==> src/rtl/cpu_pkg.sv <==
// Shared CPU constants: register-file geometry and named register indices
// used by both the write-back select logic and the register file.
package cpu_pkg;
  localparam int unsigned REG_ADDR_W = 5;
  localparam int unsigned NUM_REGS   = 32;
  localparam int unsigned WORD_W     = 32;

  localparam logic [REG_ADDR_W-1:0] REG_ZERO = 5'd0;
  localparam logic [REG_ADDR_W-1:0] REG_RA   = 5'd31;
endpackage

==> src/rtl/regfile_decode_decoder.sv <==
// 5-to-32 one-hot decoder with enable; purely combinational.
module decoder_5to32
  import cpu_pkg::*;
(
  input  logic [REG_ADDR_W-1:0] addr,
  input  logic                  en,
  output logic [NUM_REGS-1:0]   onehot
);

  always_comb begin
    onehot = '0;
    if (en) onehot[addr] = 1'b1;
  end

endmodule

==> src/rtl/regfile_decode.sv <==
// 32-entry register file with one decoded write port, two combinational
// read ports, hardwired zero register and optional write-through bypass.
module regfile_decode
  import cpu_pkg::*;
#(
  parameter int unsigned WIDTH  = WORD_W,
  parameter int unsigned BYPASS = 1
) (
  input  logic                  clk,
  input  logic                  reset,
  input  logic                  wr_en,
  input  logic [REG_ADDR_W-1:0] wr_addr,
  input  logic [WIDTH-1:0]      wr_data,
  input  logic [REG_ADDR_W-1:0] rd_addr0,
  input  logic [REG_ADDR_W-1:0] rd_addr1,
  output logic [WIDTH-1:0]      rd_data0,
  output logic [WIDTH-1:0]      rd_data1
);

  logic [NUM_REGS-1:0] wr_onehot;
  logic [WIDTH-1:0]    regs_q [1:NUM_REGS-1];
  logic [WIDTH-1:0]    regs_d [1:NUM_REGS-1];

  decoder_5to32 u_decoder (
    .addr   (wr_addr),
    .en     (wr_en),
    .onehot (wr_onehot)
  );

  // Register 0 has no storage, so its enable bit is never consumed here.
  always_comb begin
    for (int unsigned i = 1; i < NUM_REGS; i++) begin
      regs_d[i] = regs_q[i];
      if (reset)             regs_d[i] = '0;
      else if (wr_onehot[i]) regs_d[i] = wr_data;
    end
  end

  always_ff @(posedge clk) begin
    for (int unsigned i = 1; i < NUM_REGS; i++) regs_q[i] <= regs_d[i];
  end

  // wr_onehot[rd_addrN] is exactly "wr_en && wr_addr == rd_addrN".
  always_comb begin
    rd_data0 = '0;
    if (rd_addr0 != REG_ZERO) begin
      if (BYPASS != 0 && wr_onehot[rd_addr0]) rd_data0 = wr_data;
      else                                   rd_data0 = regs_q[rd_addr0];
    end
  end

  always_comb begin
    rd_data1 = '0;
    if (rd_addr1 != REG_ZERO) begin
      if (BYPASS != 0 && wr_onehot[rd_addr1]) rd_data1 = wr_data;
      else                                   rd_data1 = regs_q[rd_addr1];
    end
  end

endmodule
==> config.mk <==
export PLATFORM = sky130hd
export DESIGN_NAME = regfile_decode
export DESIGN_NICKNAME = d
export VERILOG_FILES = /design/src/rtl/cpu_pkg.sv /design/src/rtl/regfile_decode_decoder.sv /design/src/rtl/regfile_decode.sv
export SDC_FILE = /design/constraint.sdc
export NUM_CORES = 2
export LEC_CHECK = 0
export ABC_CLOCK_PERIOD_IN_PS = 10560
export BUFFER_PORTS_ARGS = -buffer_cell sky130_fd_sc_hd__buf_2
export CELL_PAD_IN_SITES_DETAIL_PLACEMENT = 1
export CELL_PAD_IN_SITES_GLOBAL_PLACEMENT = 2
export CORE_MARGIN = 5
export CORE_UTILIZATION = 27
export DETAILED_ROUTE_END_ITERATION = 16
export PLACE_DENSITY_LB_ADDON = 0.15
export SYNTH_ARGS = -nofsm -noshare
export SYNTH_HDL_FRONTEND = slang
export SYNTH_SLANG_ARGS = --single-unit
==> constraint.sdc <==
create_clock -name clk -period 10.56 [get_ports clk]
set_clock_uncertainty 0.1 [all_clocks]
set_input_delay 2.112 -clock clk [delete_from_list [all_inputs] [get_ports clk]]
set_output_delay 2.112 -clock clk [all_outputs]
set_load 0.1 [all_outputs]
Word-level counts from Yosys, hierarchy flattened

Memories as Yosys holds them, arrays and structs flattened.
Cells that the tools add are included.
W data, S select, Z words.

Bits in registers: 0
RAM bits: 992
Input bits: 50
Output and inout port bits: 64
Word-level logic and storage cells: 112
Memories: 1

Memory list:

| name   | depth | width | read ports | clocked after memory_dff | write ports | line                 | text |
|---|---|---|---|---|---|---|---|
| regs_q | 31    | 32    | 2          | 0                        | 31          | regfile_decode.sv:21 | `logic [WIDTH-1:0] regs_q [1:NUM_REGS-1];` |

Order comparisons: 4
Equal/unequal tests: 31
Muxes and demuxes: 73
Reduce and logical (&&, ||, !) cells: 3

Operators by type and width:

| operator             | count |
|---|---|
| $mux W32             | 67 |
| $ne A2 B2 Y1 const B | 31 |
| $lt A5 B6 Y1 const B | 3 |
| $bmux W1 S5          | 2 |
| $reduce_bool A5 Y1   | 2 |
| $demux W1 S5         | 1 |
| $ge A5 B1 Y1 const B | 1 |
| $mux W1              | 3 |
| $logic_and A1 B1 Y1  | 1 |

Logic depth before layout (Yosys ltp)

Word-level depth: 9
Depth in mapped cells: 9
Mapped depth without buffers: 5

Cells and area by module

A second synthesis with hierarchy kept.

Cells, all modules: 3,016
Area total of the unflattened synthesis: 48,484.0 µm²

By module, submodules not included:

| module         | instances | cells each | area each (µm²) | sequential area each (µm²) |
|---|---|---|---|---|
| regfile_decode | 1         | 2,969      | 48,253.8        | 29,788.6 |
| decoder_5to32  | 1         | 47         | 230.2           | 0.0 |

Worst setup path before layout

Ideal clock, no wire load.

Kind: in2out
From: input port rd_addr0[2]
To: output port rd_data0[24]
Arrival time: 6.290 ns
Setup slack: 2.058 ns
Stages: 7
Path through: buf_4 > buf_4 > or2_2 > clkbuf_1 > a211oi_1 > a2111oi_2 > o41ai_1

Longest elaborated chain between the ends: 4
Elaborated cells between the ends (all ways): 6
Those cells by class: mux: 4; reduce/logical: 1; memory: 1

RTL lines:

| element                       | line                 | text |
|---|---|---|
| start: declaration            | regfile_decode.sv:14 | `input logic [REG_ADDR_W-1:0] rd_addr0,` |
| $bmux W1 S5                   | regfile_decode.sv:47 | `if (BYPASS != 0 && wr_onehot[rd_addr0]) rd_data0 = wr_data;` |
| $mux W1 (not written as such) | regfile_decode.sv:47 |  |
| $mux W32                      | regfile_decode.sv:47 |  |
| $mux W32 (*)                  | regfile_decode.sv:46 | `if (rd_addr0 != REG_ZERO) begin` |
| end: declaration              | regfile_decode.sv:16 | `output logic [WIDTH-1:0] rd_data0,` |

Mark *: on every way between the ends. The rest lies on a longest branch, timed or not. The select of a mux whose other input is x is not followed.

Worst setup path in the final report

From: input port rd_addr1[4]
To: output port rd_data1[27]

Longest elaborated chain between the ends: 4
Elaborated cells between the ends (all ways): 6
Those cells by class: mux: 4; reduce/logical: 1; memory: 1

RTL lines:

| element                       | line                 | text |
|---|---|---|
| start: declaration            | regfile_decode.sv:15 | `input logic [REG_ADDR_W-1:0] rd_addr1,` |
| $bmux W1 S5                   | regfile_decode.sv:55 | `if (BYPASS != 0 && wr_onehot[rd_addr1]) rd_data1 = wr_data;` |
| $mux W1 (not written as such) | regfile_decode.sv:55 |  |
| $mux W32                      | regfile_decode.sv:55 |  |
| $mux W32 (*)                  | regfile_decode.sv:54 | `if (rd_addr1 != REG_ZERO) begin` |
| end: declaration              | regfile_decode.sv:17 | `output logic [WIDTH-1:0] rd_data1` |

Marked as above.

==> summary.md <==
| Metric | Value |
|---|---|
| Layout cell share with drive strength beyond 1 | `0.300` |
| Sequential element share of the synthesized area | `0.632` |
| Reg clk slew, reported paths | `0.06 ns` |
| TritonCTS Sinks | `992` |
| I/O pin count | `114` |
| F_max | `0.118 GHz` |
| TritonCTS clock tree | `yes` |
| Yosys Warn Count | `0` |
| Met1 wire length | `82700 um` |
| Launching element type of the critical path | `input port` |
| Net count after synthesis | `2726` |
| Final Wtd Congestion | `0.785` |
| Largest register FFs | `992` |
| Stage delay of the slowest cell on the critical path | `1.31 ns` |
| Overall global routing resource usage | `0.212` |
| Final Hold Violating Endpoints | `0` |
| Final clock period utilization by the worst path | `0.805` |
| Max-cap violation count | `1` |
| Nets@finish | `2835` |
| Via count of the first global-routing pass | `31000` |
| Synth unique cells | `61` |
| Number of clock buffers inserted by TritonCTS | `115` |
| Detailed placement HPWL | `118000 um` |
| Count of buffers from port buffering | `113` |
| Power per Cell Area | `198 nW/um2` |
| Cell-by-cell trace of the critical path | `buf_4 > nor2b_2 > nand2_1 > o22ai_1 > nor2_1 > a32o_1 > buf_2` |
| Leakage power | `17.8 nW` |
| Largest net degree at the start of global routing | `121` |
| Highest routed metal layer | `met5` |
| Routed length on met2 | `101000 um` |
| Placed insts | `4993` |
| HP Class | `input port to flip-flop` |
| Final critical-path required period | `8.50 ns` |
| Sequential share of power | `0.451` |
| Post-route worst hold slack | `1.82 ns` |
| Core Rows | `153` |
| Top cells by area, synth | `sky130_fd_sc_hd__edfxtp_1, sky130_fd_sc_hd__mux4_2, sky130_fd_sc_hd__mux2i_1` |
| Vias/cell | `5.56` |
| Initial Utilization | `0.271` |
| Outcome | `complete, but fails checks` |
| Largest registers | `regs_q x992` |
| Wire length of the first global-routing pass | `270000 um` |
| Number of flops mapped to enable cells by yosys | `992` |
| Violations in the final reports | `capacitance limit, slew limit` |
| Post-cts sizing count | `0` |
| Category of the worst setup path capture point | `output port` |
| Vias after detailed routing | `29000` |
| Proportion of synthesized flip-flops having asynchronous set or reset | `0` |
| Flip-flop and latch count after synthesis | `992` |
| Area taken by multi-input logic gates | `16400 um2` |
| Number of antenna-violating nets in the routed design | `0` |
| Avg Inst Size Synth | `17.6 um2` |
| Synth top area share | `0.632` |
| Antenna violations before repair | `9` |
| Number of H-tree levels | `3` |
| Total length of routed met3 wires | `9260 um` |
| Chip width | `428 um` |
| Critical path fanouts, max | `48` |
| WL final | `199000 um` |
| Number of setup violations in the final report | `0` |
| First drt pass iteration count | `8` |
| Largest area contributor in the synthesized netlist | `sky130_fd_sc_hd__edfxtp_1` |
| RSZ-0062 raised after global routing | `no` |
| Switching power of the nets | `3.03 mW` |
| Pins Over Slew Limit | `14` |
| Die Footprint | `183000 um2` |
| Global route overflow | `0` |
| Bufs on Longest Clock Path | `3` |
| Summed instance area of the synthesized netlist | `47100 um2` |
| Part of the power in combinational logic | `0.157` |
| Worst Tran Pin Value | `1.51 ns` |
| Post-Layout Cell Count | `5214` |
| Violation count after the first detailed-routing iteration | `2838` |
| Clock group share of total power | `0.392` |
| P_int | `7.78 mW` |
| Wirelength per Cell | `38.2 um` |
| Post-synth top flop | `sky130_fd_sc_hd__edfxtp_1` |
| Overall power consumption | `10.8 mW` |
| Worst endpoint required time | `8.35 ns` |
| Arrival time worst endpoint | `6.29 ns` |
| Setup bufs post-CTS | `0` |
| Filler cells | `17800` |
| Synthesized netlist cell count | `2676` |
| Post-Route Setup TNS | `0 ns` |
| Pre-CTS worst setup slack | `2.12 ns` |
| Switching share of power | `0.280` |
| Slew headroom | `-0.00982` |
| Cell at the root of the clock tree | `sky130_fd_sc_hd__clkbuf_16` |
| Maximum vdd drop | `0.000126 V` |
| Min setup slack post-route | `2.06 ns` |
| Post-route DRC | `0` |
| Classification of the worst setup path | `input port to output port` |
| Core footprint | `174000 um2` |
| Largest Register | `regs_q` |
| FF+latch area | `29800 um2` |
| Chip height | `428 um` |
| Number of buffers inserted for hold repair after clock tree synthesis | `0` |
| Critical-path top delay cell | `sky130_fd_sc_hd__nand2_1` |
| Area delta synth->final | `15.8%` |
routing by layer:
metal,vias to the layer above,global-route usage
li1,11600,-
met1,16200,0.275
met2,983,0.371
met3,242,0.0261
met4,2,0.0663
met5,-,0
synthesized netlist by cell type, types with 4 or more instances:
cell / number
sky130_fd_sc_hd__nor4_1: 12
sky130_fd_sc_hd__nand2b_1: 10
sky130_fd_sc_hd__a22o_1: 8
sky130_fd_sc_hd__nor2_1: 105
sky130_fd_sc_hd__o21ai_0: 7
sky130_fd_sc_hd__o211ai_1: 25
sky130_fd_sc_hd__or2_1: 4
sky130_fd_sc_hd__a31oi_1: 19
sky130_fd_sc_hd__mux2_2: 4
sky130_fd_sc_hd__nor3b_1: 5
sky130_fd_sc_hd__o21bai_1: 16
sky130_fd_sc_hd__nand3b_1: 6
sky130_fd_sc_hd__o221ai_1: 9
sky130_fd_sc_hd__o2111a_1: 8
sky130_fd_sc_hd__buf_4: 29
sky130_fd_sc_hd__a21oi_1: 56
sky130_fd_sc_hd__or2_2: 5
sky130_fd_sc_hd__buf_6: 18
sky130_fd_sc_hd__inv_1: 5
sky130_fd_sc_hd__a2111oi_0: 10
sky130_fd_sc_hd__a21o_1: 15
sky130_fd_sc_hd__buf_2: 79
sky130_fd_sc_hd__mux4_2: 401
sky130_fd_sc_hd__edfxtp_1: 992
sky130_fd_sc_hd__o41ai_1: 11
sky130_fd_sc_hd__a211o_1: 10
sky130_fd_sc_hd__a32o_1: 22
sky130_fd_sc_hd__nand2_1: 135
sky130_fd_sc_hd__nand3_1: 27
sky130_fd_sc_hd__clkbuf_1: 88
sky130_fd_sc_hd__o21ai_1: 15
sky130_fd_sc_hd__nor2b_1: 57
sky130_fd_sc_hd__o211a_1: 8
sky130_fd_sc_hd__mux2i_1: 170
sky130_fd_sc_hd__nor3_1: 18
sky130_fd_sc_hd__a211oi_1: 104
sky130_fd_sc_hd__buf_1: 10
sky130_fd_sc_hd__xnor2_1: 10
sky130_fd_sc_hd__o22ai_1: 115
power by group through the flow:
stage	logic (mW)	clock network [mW]	registers, mW
floorplan	1.12	0	4.89
global placement	1.71	0	4.92
detailed placement	1.71	0	4.95
CTS	1.72	4.34	4.87
global route	1.76	4.52	4.91
finish	1.69	4.24	4.88
area by class of cell:
cell class,instances,area share
Timing Repair Buffer,220,0.0281
Antenna cell,4,0.000183
Tap cell,2325,0.0533
Clock inverter,83,0.0176
Multi-Input combinational cell,1450,0.300
Clock buffer,134,0.0548
Sequential cell,992,0.546
Inverter,6,0.000413
cells by family after synthesis:
kind of cell / count (synthesis) / synth area share
simple gates: 398 / 0.0400
flops: 992 / 0.632
compound gates: 467 / 0.0706
xor+xnor: 10 / 0.00186
buf+inv: 234 / 0.0269
mux: 575 / 0.229
through the flow:
| step | instance area (um2) | utilization |
|---|---|---|
| after detailed placement | 50600 | 0.291 |
| after floorplan | 47100 | - |
| after global routing | 54600 | 0.314 |
| final | 54600 | 0.314 |
| after CTS | 54600 | 0.314 |
| after global placement | 50600 | 0.291 |
final timing paths:
kind / start / end / slack (ns) / cells after the start
worst max-delay path: rd_addr1[4] / rd_data1[27] / 2.06 / 7
worst min-delay path: wr_data[31] / regs_q[10][31]$_DFFE_PP_ / 1.82 / 2
critical path: cells and delay by family:
kind            cells  cell delay (ns)
buf+inv             2             0.65
simple gates        3             2.60
compound gates      2             0.85
placed cells by master, fill, tap and decap left out, types with 102 or more instances in the layout:
cell type	synthesis	layout
sky130_fd_sc_hd__clkbuf_16	0	117
sky130_fd_sc_hd__mux4_2	401	401
sky130_fd_sc_hd__a211oi_1	104	104
sky130_fd_sc_hd__nand2_1	135	135
sky130_fd_sc_hd__buf_2	79	104
sky130_fd_sc_hd__nor2_1	105	102
sky130_fd_sc_hd__mux2i_1	170	170
sky130_fd_sc_hd__edfxtp_1	992	992
sky130_fd_sc_hd__buf_4	29	103
sky130_fd_sc_hd__o22ai_1	115	115
Power figures use the tool's default switching activity.
